==> src/rtl/instr_fetch_unit.sv <==
// Purpose  : owns PC and IR, runs the IMem read handshake, sequences FETCH -> EXEC -> COMMIT per instruction.
// Latency  : new Opcode/Operand one cycle after ImemAck; strobes sampled in COMMIT, two cycles after the ack.
// Backpress: ImemReq held high until ImemAck; after MAX_WAIT acks missing, stops with FetchErr.
//
// Ports:
//   Clk, reset_n                 clock, synchronous active-low reset
//   ImemReq/ImemAddr             read request (held until ack), address = PC
//   ImemData/ImemAck             instruction word, valid in the ack cycle
//   Opcode/Operand/InstrValid    IR fields to controller; InstrValid pulses in EXEC
//   LoadIR/IncPC/LoadPC/SelPC    controller strobes, sampled in COMMIT
//   RegVal                       register-file jump target
//   PC, Halted, FetchErr         program counter, stopped flag, sticky timeout flag
//   InstrCount                   saturating committed-instruction count
module instr_fetch_unit #(
   parameter int PC_W     = 8,
   parameter int INSTR_W  = 8,
   parameter int MAX_WAIT = 15
) (
   input  logic                 Clk,
   input  logic                 reset_n,
   output logic                 ImemReq,
   output logic [PC_W-1:0]      ImemAddr,
   input  logic [INSTR_W-1:0]   ImemData,
   input  logic                 ImemAck,
   output logic [3:0]           Opcode,
   output logic [INSTR_W-5:0]   Operand,
   output logic                 InstrValid,
   input  logic                 LoadIR,
   input  logic                 IncPC,
   input  logic                 LoadPC,
   input  logic                 SelPC,
   input  logic [PC_W-1:0]      RegVal,
   output logic [PC_W-1:0]      PC,
   output logic                 Halted,
   output logic                 FetchErr,
   output logic [15:0]          InstrCount
);

   localparam int OP_W   = INSTR_W - 4;
   localparam int WAIT_W = $clog2(MAX_WAIT + 1);
   // Last no-ack cycle that is still tolerated; one more miss is a timeout.
   localparam logic [WAIT_W-1:0] WAIT_LAST = WAIT_W'(MAX_WAIT - 1);

   typedef enum logic [1:0] {FETCH, EXEC, COMMIT, HALTED} state_t;

   state_t               state, stateNext;
   logic [INSTR_W-1:0]   ir;
   logic [WAIT_W-1:0]    waitCnt, waitNext;
   logic [PC_W-1:0]      pcNext;
   logic [PC_W-1:0]      immTarget;
   logic                 irLoad;
   logic                 errSet;
   logic                 cntInc;

   assign Opcode   = ir[INSTR_W-1 -: 4];
   assign Operand  = ir[INSTR_W-5:0];
   assign ImemAddr = PC;
   // Gated with reset_n so no request is visible while reset is held.
   assign ImemReq  = reset_n && (state == FETCH);

   // Immediate jump target: operand zero-extended, or truncated when wider than PC.
   generate
      if (OP_W >= PC_W) begin : gTrunc
         assign immTarget = Operand[PC_W-1:0];
      end else begin : gExt
         assign immTarget = {{(PC_W-OP_W){1'b0}}, Operand};
      end
   endgenerate

   always_comb begin
      stateNext = state;
      waitNext  = waitCnt;
      pcNext    = PC;
      irLoad    = 1'b0;
      errSet    = 1'b0;
      cntInc    = 1'b0;
      case (state)
         FETCH: begin
            if (ImemAck) begin
               irLoad    = 1'b1;
               waitNext  = '0;
               stateNext = EXEC;
            end else if (waitCnt == WAIT_LAST) begin
               errSet    = 1'b1;
               waitNext  = '0;
               stateNext = HALTED;
            end else begin
               waitNext  = waitCnt + WAIT_W'(1);
            end
         end
         // Gives the controller one cycle to register its strobes against the new Opcode.
         EXEC: stateNext = COMMIT;
         COMMIT: begin
            cntInc = 1'b1;
            if (LoadPC) begin
               pcNext    = SelPC ? immTarget : RegVal;
               stateNext = FETCH;
            end else if (IncPC) begin
               pcNext    = PC + PC_W'(1);
               stateNext = FETCH;
            end else if (LoadIR) begin
               stateNext = FETCH;
            end else begin
               stateNext = HALTED;
            end
         end
         HALTED:  stateNext = HALTED;
         default: stateNext = FETCH;
      endcase
   end

   always_ff @(posedge Clk) begin
      if (!reset_n) begin
         state      <= FETCH;
         PC         <= '0;
         ir         <= '0;
         waitCnt    <= '0;
         InstrValid <= 1'b0;
         Halted     <= 1'b0;
         FetchErr   <= 1'b0;
         InstrCount <= '0;
      end else begin
         state      <= stateNext;
         PC         <= pcNext;
         waitCnt    <= waitNext;
         InstrValid <= (stateNext == EXEC);
         Halted     <= (stateNext == HALTED);
         if (irLoad) begin
            ir <= ImemData;
         end
         if (errSet) begin
            FetchErr <= 1'b1;
         end
         if (cntInc && (InstrCount != 16'hFFFF)) begin
            InstrCount <= InstrCount + 16'd1;
         end
      end
   end

endmodule

==> config.mk <==
export PLATFORM = sky130hd
export DESIGN_NAME = instr_fetch_unit
export DESIGN_NICKNAME = d
export VERILOG_FILES = /design/src/rtl/instr_fetch_unit.sv
export SDC_FILE = /design/constraint.sdc
export NUM_CORES = 1
export LEC_CHECK = 0
export BUFFER_PORTS_ARGS = -buffer_cell sky130_fd_sc_hd__buf_2
export CORE_MARGIN = 2
export CORE_UTILIZATION = 40
export DETAILED_ROUTE_END_ITERATION = 7
export PLACE_DENSITY = 0.73
export SLEW_MARGIN = 20
export SYNTH_ARGS = -nofsm -noshare
export SYNTH_HDL_FRONTEND = slang
export SYNTH_SLANG_ARGS = --single-unit
==> constraint.sdc <==
create_clock -name Clk -period 1.9 [get_ports Clk]
set_input_delay 0.095 -clock Clk [delete_from_list [all_inputs] [get_ports Clk]]
set_output_delay 0.095 -clock Clk [all_outputs]
set_load 0.1 [all_outputs]
==> results of run 1 <==
registers in the layout, summed over array words and instances, names as in the netlist:
name,cells
InstrCount,16
ImemAddr,8
ir,8
waitCnt,4
state,2
FetchErr,1
Halted,1
InstrValid,1
layout by cell type (no fill, tap or decap), drive strengths merged, types with 5 or more instances in the layout:
cell	count
buf	69
and3	6
or3	5
inv	5
a21oi	31
nand3	10
mux2i	5
nand2	30
clkbuf	6
o31ai	5
nor3	7
dfxtp	41
nand4	5
nor2	10
o21ai	20
cells by family after synthesis:
group / Yosys count / synth area share [%]
simple gates: 102 / 28.7
compound gates: 72 / 21.2
flops: 41 / 38.7
buf+inv: 23 / 5.72
mux: 6 / 2.89
fa+ha+maj: 4 / 2.36
xor+xnor: 1 / 0.413
area by class of cell:
cell class | count | area (µm²) | share of cell area [%]
clock buffer | 6 | 82.6 | 3.15
clock inverter | 2 | 36.3 | 1.38
inverter | 5 | 18.8 | 0.715
multi-input combinational | 185 | 1180 | 45.1
sequential | 41 | 848 | 32.3
tap | 70 | 87.6 | 3.34
timing repair buffer | 69 | 368 | 14.0
critical path, cell delays in order (launching register included):
cell	delay, ns
sky130_fd_sc_hd__dfxtp_1	0.55
sky130_fd_sc_hd__and2b_2	0.28
sky130_fd_sc_hd__o41ai_4	0.09
sky130_fd_sc_hd__buf_4	0.17
sky130_fd_sc_hd__or4_1	0.46
sky130_fd_sc_hd__a21oi_1	0.16
final timing paths:
path,startpoint,to,depth (start not counted)
max,state[1]$_SDFF_PN0_,InstrCount[6]$_SDFFE_PN0P_,5
min,ImemData[3],ir[3]$_SDFFE_PN0P_,3
max reg2reg,state[1]$_SDFF_PN0_,InstrCount[6]$_SDFFE_PN0P_,5
min reg2reg,FetchErr$_SDFFE_PN0P_,FetchErr$_SDFFE_PN0P_,2
power by group through the flow:
stage | clock (W) | sequential (W) | combinational (W)
final | 0.000739 | 0.000920 | 0.000417
after global routing | 0.000798 | 0.000926 | 0.000443
after CTS | 0.000760 | 0.000920 | 0.000416
after floorplan | 0 | 0.00108 | 0.000188
after detailed placement | 0 | 0.000941 | 0.000416
after global placement | 0 | 0.000939 | 0.000414
per-stage QoR:
stage	worst slack [ns]	hold slack (ns)	instances
final	0.135	0.0303	378
after CTS	0.104	0.0198	377
after floorplan	0.00613	0.231	249
after global routing	0.0323	0.0253	378
after detailed placement	0.116	0.343	369
after global placement	0.178	0.337	369
per-layer routing:
metal | GRT usage [%] | share of wire, % | routed length (µm)
met4 | 6.18 | 1.4 | 70
met5 | 0 | 0 | 0
met3 | 4.35 | 4.6 | 225
met2 | 26.9 | 46 | 2240
met1 | 21.4 | 48 | 2360
==> reports/summary.json, run 1 <==
{
  "arrival_ns": 1.99,
  "final.min_clock_period_ns": 1.77,
  "synth.top_cells.by_area": "sky130_fd_sc_hd__dfxtp_1, sky130_fd_sc_hd__a21oi_1, sky130_fd_sc_hd__nand2_1",
  "totalWireLength_mm": 4.89,
  "rel_slew_slack_pct": 61.5,
  "maxCapViolCount": 0,
  "cts_max_path_buffers": 2,
  "dr.pass1.iters": 4,
  "initial_utilization_pct": 41.5,
  "share_of_the_yosys_chip_area_belonging_to_registers_pct": 38.7,
  "fin_area_um2": 2630,
  "grt-ovfl-total": 0,
  "design.die.area_um2": 5900,
  "worstSetupStartpointType": "flop",
  "area.growth.synth_to_final_pct": 23.8,
  "post-dp-hpwl_mm": 3.52,
  "synth_top_cells_by_count": "sky130_fd_sc_hd__dfxtp_1, sky130_fd_sc_hd__a21oi_1, sky130_fd_sc_hd__nand2_1",
  "period_utilisation_layout_pct": 92.9,
  "dominantRegCellSynth": "sky130_fd_sc_hd__dfxtp_1",
  "report.final.setup_viol": 0,
  "io_pins": 67,
  "total_leakage_power_nw": 1.17,
  "detail-route-antenna-nets": 0,
  "timing.setup.critical_path_class": "reg2reg",
  "drt-initial-drc-count": 100,
  "clk_latency_ns": 0.29,
  "synth_edf_count": 0,
  "antenna_found_initial": 0,
  "number_of_nets_in_the_finished_design": 334,
  "p_comb_share_pct": 20.1,
  "wl_per_cell_um": 12.9,
  "synth_nets": 276,
  "grt_setup_unrepaired": "no",
  "final_layout_size_suffix_gt1_share_pct": 35.1,
  "synth_warnings": 0,
  "placement.cell_area_um2": 2500,
  "total_via_count_after_detailed_routing": 2009,
  "post-cts-setup-buffers": 0,
  "rows": 26,
  "yosysUniqueCellTypes": 47,
  "fillers": 506,
  "gr-usage-all-layers_pct": 16.7,
  "worst_clock_skew_ns": 0.00793,
  "ir_drop_uv": 407,
  "grt_pass1_wl_mm": 8.09,
  "switching_fraction_of_total_power_pct": 32.0,
  "tightest_pin_transition_ns": 0.574,
  "timing.critical_path.fanout_max": 11,
  "synthCells": 249,
  "synth.top_cell.area_share_pct": 38.7,
  "ffs_w_async_s_r_synth_pct": 0,
  "internal_power_w": 0.00141,
  "chipWidth_um": 76.8,
  "cts-buffers-inserted": 5,
  "fp.dieH_um": 76.8,
  "yosys.cell_count.top_type": "sky130_fd_sc_hd__dfxtp_1",
  "largest_net_degree_at_the_start_of_global_routing": 25,
  "hold_violations": 0,
  "cts-hold-fix-buffers": 0,
  "post_synth_instance_area_um2": 2120,
  "tritoncts_clock_tree": "yes",
  "h-tree-depth": 2,
  "worst_setup_hold_path_clk_slew_ns": 0.08,
  "grt_pass1_vias": 1764,
  "r2r_setup_slack_ns": 0.13,
  "power.sequential.fraction_pct": 44.3,
  "syn_avg_cell_area_um2": 8.52,
  "power_density_nw_per_um2": 791,
  "fp.coreArea_um2": 5110,
  "pwr-share-clk_pct": 35.6,
  "hp-class": "in2reg",
  "synth_largest_area_cell": "sky130_fd_sc_hd__dfxtp_1",
  "io_buffers": 66,
  "route.detailed.vias_per_inst": 5.31,
  "ctsResizeCount": 0,
  "total_power_w": 0.00208,
  "drc_viols": 0,
  "required_ns": 2.12,
  "diodes": 0,
  "crit_end_category": "flop",
  "cts_num_sinks": 41,
  "drv_slew": 0,
  "p_switching_w": 0.000664,
  "gpl.final_weighted_congestion": 0.797,
  "totalNegativeSetupSlack_ns": 0,
  "maxClockFrequency_mhz": 566,
  "final_core_utilization_pct": 51.4,
  "number_of_synthesized_register_bits": 41,
  "clock_tree.root_cell": "sky130_fd_sc_hd__clkbuf_8",
  "status": "complete, no violations"
}
(Power assumes the default switching activity.)
==> run 2, diff against run 1 <==
--- a/config.mk
+++ b/config.mk
@@ -5,9 +5,11 @@
 export SDC_FILE = /design/constraint.sdc
 export NUM_CORES = 1
 export LEC_CHECK = 0
+export ABC_AREA = 1
 export BUFFER_PORTS_ARGS = -buffer_cell sky130_fd_sc_hd__buf_2
 export CORE_MARGIN = 2
 export CORE_UTILIZATION = 40
+export CTS_CLUSTER_DIAMETER = 100
 export DETAILED_ROUTE_END_ITERATION = 7
 export PLACE_DENSITY = 0.73
 export SLEW_MARGIN = 20
==> constraint.sdc (replaced) <==
create_clock -name Clk -period 2.15 [get_ports Clk]
set_input_delay 0.1075 -clock Clk [delete_from_list [all_inputs] [get_ports Clk]]
set_output_delay 0.1075 -clock Clk [all_outputs]
set_load 0.1 [all_outputs]
==> reports/summary.json, run 2 <==
{
  "dr.pass1.iters": {"value": 4, "change": "unchanged"},
  "total_leakage_power": {"value": 1.28, "unit": "nW", "change": "+9.1%"},
  "largest_family_of_logic_cells_by_synthesized_area": "simple AND/OR/NAND/NOR gates",
  "maxCapViolCount": {"value": 0, "change": "unchanged"},
  "grt_pass1_vias": {"value": 2013, "change": "+14%"},
  "ctsResizeCount": {"value": 0, "change": "unchanged"},
  "post-dp-hpwl": {"value": 3.63, "unit": "mm", "change": "+3.3%"},
  "hp-start": "ImemData[5]",
  "dominantRegCellSynth": "sky130_fd_sc_hd__dfxtp_1",
  "number_of_nets_in_the_finished_design": {"value": 409, "change": "+22%"},
  "largest_register": "InstrCount",
  "grt-ovfl-total": {"value": 0, "change": "unchanged"},
  "fp.coreArea": {"value": 5170, "unit": "µm²", "change": "+1.3%"},
  "post_synth_adder_cell_area": {"value": 2.30, "unit": "%", "change": "-0.061 points"},
  "total_power": {"value": 0.00184, "unit": "W", "change": "-11%"},
  "ffs_w_async_s_r_synth": {"value": 0, "unit": "%", "change": "unchanged"},
  "final_layout_size_suffix_gt1_share": {"value": 24.0, "unit": "%", "change": "-11 points"},
  "chipWidth": {"value": 77.8, "unit": "µm", "change": "+1.2%"},
  "cts-hold-fix-buffers": {"value": 0, "change": "unchanged"},
  "cts-buffers-inserted": {"value": 5, "change": "unchanged"},
  "yosysUniqueCellTypes": {"value": 27, "change": "-43%"},
  "maxUsedRoutingLayer": "met4",
  "detail-route-antenna-nets": {"value": 0, "change": "unchanged"},
  "synth.mux.area_fraction": {"value": 0, "unit": "%", "change": "-2.9 points"},
  "tritoncts_clock_tree": "yes",
  "source_of_the_critical_timing_path": "state[1]$_SDFF_PN0_",
  "clk_latency": {"value": 0.30, "unit": "ns", "change": "about the same"},
  "rows": {"value": 26, "change": "unchanged"},
  "clock_tree.root_cell": "sky130_fd_sc_hd__clkbuf_8",
  "synth_edf_count": {"value": 0, "change": "unchanged"},
  "drv_slew": {"value": 0, "change": "unchanged"},
  "rr_endpoint": "InstrCount[10]$_SDFFE_PN0P_",
  "wl_per_cell": {"value": 10.8, "unit": "µm", "change": "-16%"},
  "r2r_setup_slack": {"value": 0.60, "unit": "ns", "change": "+0.47 ns"},
  "initial_utilization": {"value": 42.1, "unit": "%", "change": "+0.57 points"},
  "largest_register_ffs": {"value": 16, "change": "unchanged"},
  "min_delay_path_depth": {"value": 3, "change": "unchanged"},
  "place_ws": {"value": 0.597, "unit": "ns", "change": "+0.481 ns"},
  "report.final.setup_viol": {"value": 0, "change": "unchanged"},
  "synthCells": {"value": 322, "change": "+29%"},
  "worst_setup_hold_path_clk_slew": {"value": 0.08, "unit": "ns", "change": "about the same"},
  "grt_pass1_wl": {"value": 8.64, "unit": "mm", "change": "+6.7%"},
  "most_frequent_standard_cell_in_the_layout_excluding_fill_and_tap_cells": "sky130_fd_sc_hd__nand2_1",
  "gr-usage-all-layers": {"value": 17.5, "unit": "%", "change": "+0.80 points"},
  "synth_largest_area_cell": "sky130_fd_sc_hd__dfxtp_1",
  "area.growth.synth_to_final_pct": 20.8,
  "synth_top_cells_by_count": "sky130_fd_sc_hd__nand2_1, sky130_fd_sc_hd__nor2_1, sky130_fd_sc_hd__dfxtp_1",
  "crit_end_category": "output port",
  "synthesized_area_fraction_occupied_by_ao_oa_aoi_and_oai_cells": {"value": 15.1, "unit": "%", "change": "-6.1 points"},
  "cts_num_sinks": {"value": 41, "change": "unchanged"},
  "reg2reg_depth": {"value": 9, "change": "+4"},
  "final.min_clock_period_ns": 1.57,
  "period_utilisation_layout_pct": 72.8,
  "power_density": {"value": 701, "unit": "nW/µm²", "change": "-11%"},
  "hp-class": "in2reg",
  "tightest_pin_transition": {"value": 0.495, "unit": "ns", "change": "-0.0789 ns"},
  "mostFrequentLayoutCells": "sky130_fd_sc_hd__nand2_1, sky130_fd_sc_hd__buf_2, sky130_fd_sc_hd__nor2_1",
  "h-tree-depth": {"value": 2, "change": "unchanged"},
  "post-place-cells": {"value": 445, "change": "+21%"},
  "synth.top_cells.by_area": "sky130_fd_sc_hd__dfxtp_1, sky130_fd_sc_hd__nand2_1, sky130_fd_sc_hd__nor2_1",
  "total_via_count_after_detailed_routing": {"value": 2178, "change": "+8.4%"},
  "post-cts-setup-buffers": {"value": 0, "change": "unchanged"},
  "design.die.area": {"value": 6050, "unit": "µm²", "change": "+2.5%"},
  "synth_nets": {"value": 349, "change": "+26%"},
  "io_buffers": {"value": 66, "change": "unchanged"},
  "met3WireLength": {"value": 322, "unit": "µm", "change": "+43%"},
  "grt_setup_unrepaired": "no",
  "maxClockFrequency_mhz": 638,
  "timing.setup.critical_path_class": "reg2out",
  "synth.top_cell.area_share": {"value": 37.7, "unit": "%", "change": "-1.0 points"},
  "antenna_found_initial": {"value": 0, "change": "unchanged"},
  "setup_slack": {"value": 0.584, "unit": "ns", "change": "+0.449 ns"},
  "wl_met2": {"value": 2.24, "unit": "mm", "change": "about the same"},
  "yosys.cell_count.top_type": "sky130_fd_sc_hd__nand2_1",
  "cts_max_path_buffers": {"value": 2, "change": "unchanged"},
  "totalNegativeSetupSlack": {"value": 0, "unit": "ns", "change": "unchanged"},
  "ir_drop": {"value": 467, "unit": "µV", "change": "+15%"},
  "post_synth_instance_area": {"value": 2180, "unit": "µm²", "change": "+2.7%"},
  "required": {"value": 2.04, "unit": "ns", "change": "-0.08 ns"},
  "gpl.final_weighted_congestion": {"value": 0.864, "change": "+8.5%"},
  "largest_net_degree_at_the_start_of_global_routing": {"value": 27, "change": "+8.0%"},
  "syn_avg_cell_area": {"value": 6.76, "unit": "µm²", "change": "-21%"},
  "status": "complete, no violations",
  "synth_warnings": {"value": 0, "change": "unchanged"},
  "synth_simple_gate_area_share": {"value": 30.2, "unit": "%", "change": "+1.5 points"},
  "m1WireLength": {"value": 2.28, "unit": "mm", "change": "-3.4%"},
  "finalNonFillerCells": {"value": 453, "change": "+20%"},
  "final_core_utilization": {"value": 50.8, "unit": "%", "change": "-0.55 points"},
  "number_of_synthesized_register_bits": {"value": 41, "change": "unchanged"},
  "hold_end": "ir[5]$_SDFFE_PN0P_",
  "diodes": {"value": 0, "change": "unchanged"},
  "hold_violations": {"value": 0, "change": "unchanged"},
  "xor_xnor_portion_of_the_synthesized_cell_area": {"value": 3.62, "unit": "%", "change": "+3.2 points"},
  "worstSetupStartpointType": "flop",
  "totalWireLength": {"value": 4.90, "unit": "mm", "change": "+0.22%"},
  "fp.dieH": {"value": 77.8, "unit": "µm", "change": "+1.2%"},
  "timing.critical_path.fanout_max": {"value": 9, "change": "-2"},
  "drc_viols": {"value": 0, "change": "unchanged"},
  "route.detailed.vias_per_inst": {"value": 4.81, "change": "-9.5%"},
  "share_of_the_yosys_chip_area_belonging_to_registers": {"value": 37.7, "unit": "%", "change": "-1.0 points"},
  "crit-reg2reg-launch": "InstrCount[0]$_SDFFE_PN0P_",
  "drt-initial-drc-count": {"value": 82, "change": "-18%"},
  "io_pins": {"value": 67, "change": "unchanged"},
  "rel_slew_slack": {"value": 67.2, "unit": "%", "change": "+5.7 points"},
  "arrival": {"value": 1.46, "unit": "ns", "change": "-0.53 ns"},
  "worst_clock_skew": {"value": 0.00389, "unit": "ns", "change": "-0.00404 ns"}
}
-- run 2: cell families (layout without fill, tap and decap cells) --
logic type,after synthesis,after routing
AND/OR/NAND/NOR,152,152
XOR/XNOR,9,9
AO/OA/AOI/OAI,64,64
flip-flops,41,41
adder cells (fa/ha/maj),4,4
buffers and inverters,52,113
-- run 2: worst max-delay path, stage by stage, from the launching register on --
cell,delay (ns)
sky130_fd_sc_hd__dfxtp_1,0.33
sky130_fd_sc_hd__nor2_1,0.18
sky130_fd_sc_hd__inv_2,0.12
sky130_fd_sc_hd__nor2_1,0.10
sky130_fd_sc_hd__buf_2,0.43
-- run 2: cell type report --
type / count / area, µm²
multi-input cells: 229 / 1120
fillers: 535 / 2540
clock buffers: 6 / 82.6
flip-flops and latches: 41 / 823
clock inverters: 2 / 37.5
inverters: 38 / 145
repair buffers: 67 / 338
well taps: 70 / 87.6
-- run 2: how the worst max path moves through the flow --
stage | to | slack, ns | depth (start not counted)
detailed placement | InstrCount[10]$_SDFFE_PN0P_ | 0.60 | 9
floorplan | InstrCount[1]$_SDFFE_PN0P_ | 0.13 | 8
global placement | InstrCount[10]$_SDFFE_PN0P_ | 0.64 | 9
CTS | ImemReq | 0.55 | 4
finish | ImemReq | 0.58 | 4
global route | InstrCount[10]$_SDFFE_PN0P_ | 0.41 | 10
-- run 2: per-layer routing --
metal / up-vias / GRT usage [%]
li1: 1149 / -
met4: 0 / 6.61
met2: 59 / 29.1
met3: 6 / 4.88
met5: - / 0
met1: 964 / 21.5
-- run 2: through the flow --
stage / cell area [µm²] / hold slack (ns)
after CTS: 2630 / 0.0189
after detailed placement: 2510 / 0.334
after global routing: 2630 / 0.0404
after floorplan: 2180 / 0.242
after global placement: 2510 / 0.332
final: 2630 / 0.0267
-- run 2: power breakdown --
group / internal [W] / switching (W) / total, W / leakage (nW)
combinational: 0.0000686 / 0.000313 / 0.000381 / 0.889
sequential: 0.000788 / 0.0000201 / 0.000808 / 0.334
clock: 0.000378 / 0.000277 / 0.000655 / 0.0574
total: 0.00123 / 0.000610 / 0.00184 / 1.28
